$ cat config.mk
export PLATFORM = sky130hd
export DESIGN_NAME = fnd_scan_reader
export DESIGN_NICKNAME = d
export VERILOG_FILES = /design/src/rtl/fnd_pkg.sv /design/src/rtl/fnd_font_decoder.sv /design/src/rtl/fnd_scan_reader.sv
export SDC_FILE = /design/constraint.sdc
export NUM_CORES = 1
export LEC_CHECK = 0
export BUFFER_PORTS_ARGS = -buffer_cell sky130_fd_sc_hd__buf_2
export CAP_MARGIN = 25
export CORE_MARGIN = 2
export CORE_UTILIZATION = 28
export CTS_BUF_LIST = sky130_fd_sc_hd__clkbuf_4 sky130_fd_sc_hd__clkbuf_8
export DETAILED_ROUTE_END_ITERATION = 10
export SYNTH_ARGS = -nofsm -noshare
export SYNTH_HDL_FRONTEND = slang
export SYNTH_SLANG_ARGS = --single-unit
export TNS_END_PERCENT = 50
$ cat constraint.sdc
create_clock -name i_clk -period 6.3 [get_ports i_clk]
set_clock_uncertainty 0.2 [all_clocks]
set_input_delay 0.63 -clock i_clk [delete_from_list [all_inputs] [get_ports i_clk]]
set_output_delay 0.63 -clock i_clk [all_outputs]
set_load 0.02 [all_outputs]
$ cat src/rtl/fnd_pkg.sv
// Shared constants for the seven-segment scan reader: select encodings,
// active-low segment fonts (g..a) and the frame-collection state type.
package fnd_pkg;

  localparam logic [3:0] SEL_POS0 = 4'b1110;
  localparam logic [3:0] SEL_POS1 = 4'b1101;
  localparam logic [3:0] SEL_POS2 = 4'b1011;
  localparam logic [3:0] SEL_POS3 = 4'b0111;

  localparam logic [6:0] FONT_0 = 7'b1000000;
  localparam logic [6:0] FONT_1 = 7'b1111001;
  localparam logic [6:0] FONT_2 = 7'b0100100;
  localparam logic [6:0] FONT_3 = 7'b0110000;
  localparam logic [6:0] FONT_4 = 7'b0011001;
  localparam logic [6:0] FONT_5 = 7'b0010010;
  localparam logic [6:0] FONT_6 = 7'b0000010;
  localparam logic [6:0] FONT_7 = 7'b1111000;
  localparam logic [6:0] FONT_8 = 7'b0000000;
  localparam logic [6:0] FONT_9 = 7'b0010000;

  typedef enum logic [0:0] {
    ST_IDLE    = 1'b0,
    ST_COLLECT = 1'b1
  } fndState_t;

endpackage

$ cat src/rtl/fnd_font_decoder.sv
// Combinational glyph decoder: 7-bit active-low font -> {bad, BCD}.
// Unknown glyphs decode to 4'hF with the bad flag set.
module fnd_font_decoder
  import fnd_pkg::*;
(
  input  logic [6:0] i_font,
  output logic [4:0] o_decoded
);

  // Map each known glyph to its digit value
  always_comb begin
    o_decoded = {1'b1, 4'hF};
    case (i_font)
      FONT_0:  o_decoded = {1'b0, 4'd0};
      FONT_1:  o_decoded = {1'b0, 4'd1};
      FONT_2:  o_decoded = {1'b0, 4'd2};
      FONT_3:  o_decoded = {1'b0, 4'd3};
      FONT_4:  o_decoded = {1'b0, 4'd4};
      FONT_5:  o_decoded = {1'b0, 4'd5};
      FONT_6:  o_decoded = {1'b0, 4'd6};
      FONT_7:  o_decoded = {1'b0, 4'd7};
      FONT_8:  o_decoded = {1'b0, 4'd8};
      FONT_9:  o_decoded = {1'b0, 4'd9};
      default: o_decoded = {1'b1, 4'hF};
    endcase
  end

endmodule

$ cat src/rtl/fnd_scan_reader.sv
// Reads a multiplexed 4-digit seven-segment scan back into BCD: each digit is
// captured once after its select/font has settled, and frames are assembled 0..3.
module fnd_scan_reader
  import fnd_pkg::*;
#(
  parameter int P_SETTLE_CYCLES  = 4,
  parameter int P_TIMEOUT_CYCLES = 200000
) (
  input  logic        i_clk,
  input  logic        i_reset,
  input  logic [3:0]  i_digitSelect,
  input  logic [7:0]  i_fndFont,
  output logic [15:0] o_value,
  output logic [3:0]  o_dp,
  output logic        o_valid,
  output logic        o_error,
  output logic [1:0]  o_digitPosition
);

  localparam int              TO_W         = $clog2(P_TIMEOUT_CYCLES + 1);
  localparam logic [7:0]      SETTLE_MAX   = 8'(P_SETTLE_CYCLES);
  localparam logic [TO_W-1:0] TIMEOUT_LAST = TO_W'(P_TIMEOUT_CYCLES - 1);
  localparam logic [TO_W-1:0] TIMEOUT_ONE  = TO_W'(1);

  logic [3:0]      selReg_r;
  logic [3:0]      selPrev_r;
  logic [7:0]      fontReg_r;
  logic [7:0]      fontPrev_r;
  logic [7:0]      settleCnt_r;
  logic            captured_r;
  logic [TO_W-1:0] timeoutCnt_r;
  fndState_t       state_r;
  logic [1:0]      expected_r;
  logic [15:0]     shadowValue_r;
  logic [3:0]      shadowDp_r;
  logic            badFrame_r;

  logic            digitValid_s;
  logic [1:0]      digitPos_s;
  logic            stable_s;
  logic            capture_s;
  logic [4:0]      decoded_s;
  logic [3:0]      nibble_s;
  logic            glyphBad_s;
  logic            dp_s;

  // Translate the registered one-cold select into a digit position
  always_comb begin
    digitValid_s = 1'b1;
    digitPos_s   = 2'd0;
    case (selReg_r)
      SEL_POS0: digitPos_s = 2'd0;
      SEL_POS1: digitPos_s = 2'd1;
      SEL_POS2: digitPos_s = 2'd2;
      SEL_POS3: digitPos_s = 2'd3;
      default: begin
        digitValid_s = 1'b0;
        digitPos_s   = 2'd0;
      end
    endcase
  end

  assign stable_s   = (selReg_r == selPrev_r) && (fontReg_r == fontPrev_r);
  // captured_r blocks a second capture while the same glyph keeps dwelling
  assign capture_s  = digitValid_s && stable_s && (settleCnt_r == SETTLE_MAX) && !captured_r;
  assign glyphBad_s = decoded_s[4];
  assign nibble_s   = decoded_s[3:0];
  assign dp_s       = ~fontReg_r[7];

  fnd_font_decoder uFontDecoder (
    .i_font    (fontReg_r[6:0]),
    .o_decoded (decoded_s)
  );

  // Input registers and settle counter
  always_ff @(posedge i_clk or posedge i_reset) begin
    if (i_reset) begin
      selReg_r    <= 4'b1111;
      selPrev_r   <= 4'b1111;
      fontReg_r   <= 8'h00;
      fontPrev_r  <= 8'h00;
      settleCnt_r <= 8'd0;
      captured_r  <= 1'b0;
    end else begin
      selReg_r   <= i_digitSelect;
      fontReg_r  <= i_fndFont;
      selPrev_r  <= selReg_r;
      fontPrev_r <= fontReg_r;
      if (!stable_s || !digitValid_s) begin
        settleCnt_r <= 8'd0;
        captured_r  <= 1'b0;
      end else begin
        if (settleCnt_r != SETTLE_MAX) begin
          settleCnt_r <= settleCnt_r + 8'd1;
        end
        if (capture_s) begin
          captured_r <= 1'b1;
        end
      end
    end
  end

  // Frame-collection FSM with registered outputs
  always_ff @(posedge i_clk or posedge i_reset) begin
    if (i_reset) begin
      state_r         <= ST_IDLE;
      expected_r      <= 2'd0;
      shadowValue_r   <= 16'h0000;
      shadowDp_r      <= 4'h0;
      badFrame_r      <= 1'b0;
      timeoutCnt_r    <= '0;
      o_value         <= 16'h0000;
      o_dp            <= 4'h0;
      o_valid         <= 1'b0;
      o_error         <= 1'b0;
      o_digitPosition <= 2'd0;
    end else begin
      o_valid <= 1'b0;
      o_error <= 1'b0;
      if (capture_s) begin
        o_digitPosition <= digitPos_s;
      end
      case (state_r)
        ST_IDLE: begin
          timeoutCnt_r <= '0;
          if (capture_s && (digitPos_s == 2'd0)) begin
            state_r            <= ST_COLLECT;
            expected_r         <= 2'd1;
            shadowValue_r[3:0] <= nibble_s;
            shadowDp_r[0]      <= dp_s;
            badFrame_r         <= glyphBad_s;
          end
        end
        ST_COLLECT: begin
          if (capture_s) begin
            timeoutCnt_r <= '0;
            if (digitPos_s == 2'd0) begin
              expected_r         <= 2'd1;
              shadowValue_r[3:0] <= nibble_s;
              shadowDp_r[0]      <= dp_s;
              badFrame_r         <= glyphBad_s;
            end else if (digitPos_s == expected_r) begin
              shadowValue_r[{digitPos_s, 2'b00} +: 4] <= nibble_s;
              shadowDp_r[digitPos_s]                  <= dp_s;
              badFrame_r                              <= badFrame_r | glyphBad_s;
              if (digitPos_s == 2'd3) begin
                state_r <= ST_IDLE;
                if (badFrame_r || glyphBad_s) begin
                  o_error <= 1'b1;
                end else begin
                  o_valid <= 1'b1;
                  o_value <= {nibble_s, shadowValue_r[11:0]};
                  o_dp    <= {dp_s, shadowDp_r[2:0]};
                end
              end else begin
                expected_r <= expected_r + 2'd1;
              end
            end else begin
              o_error <= 1'b1;
              state_r <= ST_IDLE;
            end
          end else if (timeoutCnt_r == TIMEOUT_LAST) begin
            o_error      <= 1'b1;
            state_r      <= ST_IDLE;
            timeoutCnt_r <= '0;
          end else begin
            timeoutCnt_r <= timeoutCnt_r + TIMEOUT_ONE;
          end
        end
        default: begin
          state_r <= ST_IDLE;
        end
      endcase
    end
  end

endmodule

==> results <==
- Counting every net in the synthesized netlist gives roughly 400.
- The iteration-0 DRC count of the detailed router is ~200.
- The count of boundary I/O pins is 38.
- The repair_antennas step left the layout with diodes totalling 0.
- The number of rows in the core area is 44.
- For this run, the number of Yosys warnings is 0.
- For this configuration, the core starts out at a cell density of 28.9%.
- The worst hold path belongs to the class in2reg.
- The category of the critical setup timing path is reg2reg.
- Clock tree synthesis inserted a total of 9 buffers.
- The number of vias in the routed layout is 2765.
- The endpoint type of the worst setup path is a flip-flop.
- The relative max-transition margin is between 40% and 50%.
- After detailed routing, the average wire length per cell comes to roughly 13 µm.
- From bottom edge to top edge, the die measures between 100 and 150 µm.
- The average instance area after synthesis is 11.1 µm².
- After synthesis the netlist holds a flip-flop and latch count of 94.
- After clock tree synthesis, the clock-pin slew on the worst setup and hold paths is 80 ps.
- The max-slew violation count is 0.
- Of all flip-flops after synthesis, the portion carrying an async set or reset was 100%.
- The flow ran to the end, and the final reports show no timing, DRC or antenna violations.
- The cell area after synthesis is between 0.004 and 0.005 mm².
- The core region is around 0.015 mm².
- Summed over all failing endpoints, the final setup total negative slack is 0 ps.
- Synthesis instantiated 46 different standard cells from the library.
- The time the final worst path needs with I/O delays and setup is 3540 ps.
- The master cell of the clock root buffer is clkbuf_8.
- For the pin with the worst max-slew slack, the measured transition is a little under 900 ps.
- The final worst-path cycle share is 56.2%.
- Entering global routing, the biggest net connects just over 80 pins.
- The number of levels in the clock H-tree is 3.
- From synthesis to final layout, the design area changed by 14.6%.
- The worst path required time is 6360 ps.
- The final antenna-violating net count is 0.
- The post-detailed-route via-to-cell ratio is between 4 and 5.
- The share of post-route cells with drive strength above 1 is between 10% and 20%.
- The total buffers and inverters traversed by the critical path is 1.
- Synthesis produced a netlist whose cell count is approximately 380.
- The most used flip-flop cell after synthesis is dfrtp_1.
- The later pin in the worst-skew pair is clocked with a latency of between 300 and 400 ps.
- The number of global-route vias before repair is about 2700.
- The highest achievable clock rate is between 200 and 300 MHz.
- The width of the die is ~130 µm.
- The floorplan step defined a die boundary enclosing about 0.016 mm².
- The pre-CTS worst setup slack is ~2700 ps.
- The longest individual stage delay on the worst path is between 600 and 700 ps.
- Summed over all layers, the routed wires come to approximately 8100 µm.
- At the worst endpoint, the arrival time is roughly 3600 ps.
- The first global-routing pass estimated roughly 14000 µm of wire.
- Setup repair after global routing left no endpoint under its margin.
- Dividing total power by cell area gives a power density of 235 mW/mm².
- Traced cell by cell, the critical path runs through xor2_1 > nand3_1 > inv_2 > o2111ai_1 > or3_4 > nor3_4 > and3_4 > mux2_1.
- Summed over all layers, the global routing overflow is 0.
- The layout filler cell count is about 1500.
- The number of enable flip-flop cells after synthesis is 0.
- Setup slack closes at roughly 2800 ps.
- The total placed instance area is between 0.004 and 0.005 mm².
- The global-route usage over all layers is between 10 and 15%.
- The number of antenna violations at the first check in global routing is 0.
- The maximum count of clock buffers along a single path is 2.
- The largest voltage drop on the vdd net is 87.7 µV.
- STA classifies the critical path startpoint as a flip-flop.
- Summed over all cells, the static leakage comes to between 2 and 2.5 nW.
- Summing the sequential cell areas from Yosys gives 56.1% of the chip area.
- In this run the worst path has a maximum fanout of 20.
- For this design, the slowest cell found on the critical path is dfstp_2.
- The DRC violations left is 0.
- The count of buffers added on input and output ports is 37.
- The first-pass iteration count of the detailed router is 5.
- Setup violations remaining at the end of the flow were counted as 0.
- TritonCTS built the clock tree.
- Max-cap violations in this run came to 0.
- Routability-driven placement finished with a final weighted congestion of 0.767.
- At the end of the flow, the number of nets in the layout was roughly 440.
- Power comes to 1.13 mW.
- The final-report hold violation count is 0.
- The wire-length estimate of the detail-placed layout is approximately 5700 µm.
- The clock sink count is 94.
- The cell class contributing the biggest share of worst-path delay is simple AND/OR/NAND/NOR gates.
- The design area is 0.00483 mm².
==> where the power goes <==
part	switching [mW]	total [mW]	internal, mW	leakage [nW]
registers	0.0111	0.624	0.613	1.25
clock network	0.203	0.463	0.260	0.123
logic	0.0295	0.0463	0.0168	0.901
==> cells in the final DEF, fill, tap and decap left out, drive strengths merged, types with 5 or more instances in the layout <==
cell type  count
o21ai         15
nor3           9
nor4           5
xnor2          6
nand2         18
buf           39
inv           19
nand4          5
nor2          48
ha            10
clkbuf        13
dfrtp         86
mux2          23
nand3         19
mux2i          8
and3           8
a21oi         12
xor2          29
dfstp          8
==> area by class of cell <==
class	instances	area [µm²]	area share, %
Sequential cell	94	2360	49.0
Multi-Input combinational cell	250	1700	35.2
Tap cell	184	230	4.77
Timing Repair Buffer	40	223	4.61
Clock buffer	13	173	3.58
Inverter	20	76.3	1.58
Clock inverter	3	65.1	1.35
==> registers in the layout, summed over array words and instances (netlist names) <==
name,flops
shadowDp_r,3
o_digitPosition,2
settleCnt_r,8
timeoutCnt_r,18
o_valid,1
shadowValue_r,12
expected_r,2
o_dp,4
state_r,1
o_value,16
o_error,1
fontPrev_r,8
fontReg_r,8
captured_r,1
selReg_r,4
badFrame_r,1
selPrev_r,4
==> synth_stat cells, types with 2 or more instances <==
cell type	number	area share [%]
a211oi_1	2	0.36
a21oi_1	12	1.4
and3_1	7	1.0
buf_2	7	0.83
buf_6	2	0.53
clkbuf_1	5	0.45
dfrtp_1	86	51
dfstp_2	8	5.0
ha_1	10	3.0
inv_1	19	1.7
mux2_1	15	4.0
mux2_2	8	2.1
mux2i_1	8	1.9
nand2_1	18	1.6
nand2b_1	3	0.45
nand3_1	19	2.3
nand3b_1	2	0.36
nand4_1	5	0.74
nor2_1	48	4.3
nor2b_1	3	0.45
nor3_1	8	0.95
nor4_1	5	0.74
nor4b_1	3	0.62
o2111ai_1	2	0.42
o21ai_0	14	1.7
o2bb2ai_1	4	0.83
or3_1	3	0.45
xnor2_1	6	1.2
xor2_1	29	6.0
==> through the flow <==
stage / hold WS (ps) / util [%] / instances
final: 158 / 33.1 / 604
after global routing: 121 / 33.1 / 604
after CTS: 135 / 32.9 / 603
after detailed placement: 218 / 31.2 / 586
after global placement: 212 / 31.2 / 586
after floorplan: 149 / - / 378
==> routing by layer <==
layer  vias up  wire (µm)  global-route usage, %
li1       1369          -                      -
met1      1329       3920                   14.4
met2        58       3710                   16.6
met3         9        396                   3.75
met4         0        105                   3.75
met5         -          0                      0
==> path summary, 6_finish.rpt <==
kind | from | end | slack (ps) | depth (start not counted)
setup / recovery | selReg_r[3]$_DFF_PP1_ | o_value[11]$_DFFE_PP0P_ | 2760 | 8
hold / removal | i_digitSelect[1] | selReg_r[1]$_DFF_PP1_ | 160 | 1
setup reg to reg | selReg_r[3]$_DFF_PP1_ | o_value[11]$_DFFE_PP0P_ | 2760 | 8
hold reg to reg | selReg_r[3]$_DFF_PP1_ | selPrev_r[3]$_DFF_PP1_ | 230 | 0
max in group asynchronous | i_reset | o_value[15]$_DFFE_PP0P_ | 4400 | 5
min in group asynchronous | i_reset | timeoutCnt_r[5]$_DFF_PP0_ | 510 | 3
==> worst register-to-register path, stage by stage (launching register included) <==
cell	delay [ps]
dfstp_2	620
xor2_1	160
nand3_1	240
inv_2	160
o2111ai_1	450
or3_4	580
nor3_4	210
and3_4	430
mux2_1	380
==> logic make-up after synthesis <==
group | share of synthesized area [%]
buffers and inverters | 3.60
AND/OR/NAND/NOR | 15.4
multiplexers | 8.05
AO/OA/AOI/OAI | 6.60
flip-flops | 56.1
adder cells (fa/ha/maj) | 2.97
XOR/XNOR | 7.28
==> timing repair <==
item,in CTS,in global routing
hold buffers,1,0
gates resized for setup,0,0
buffers inserted,0,0
endpoints found under the hold margin,13,0
No activity file was read; power rests on OpenSTA's default activity.
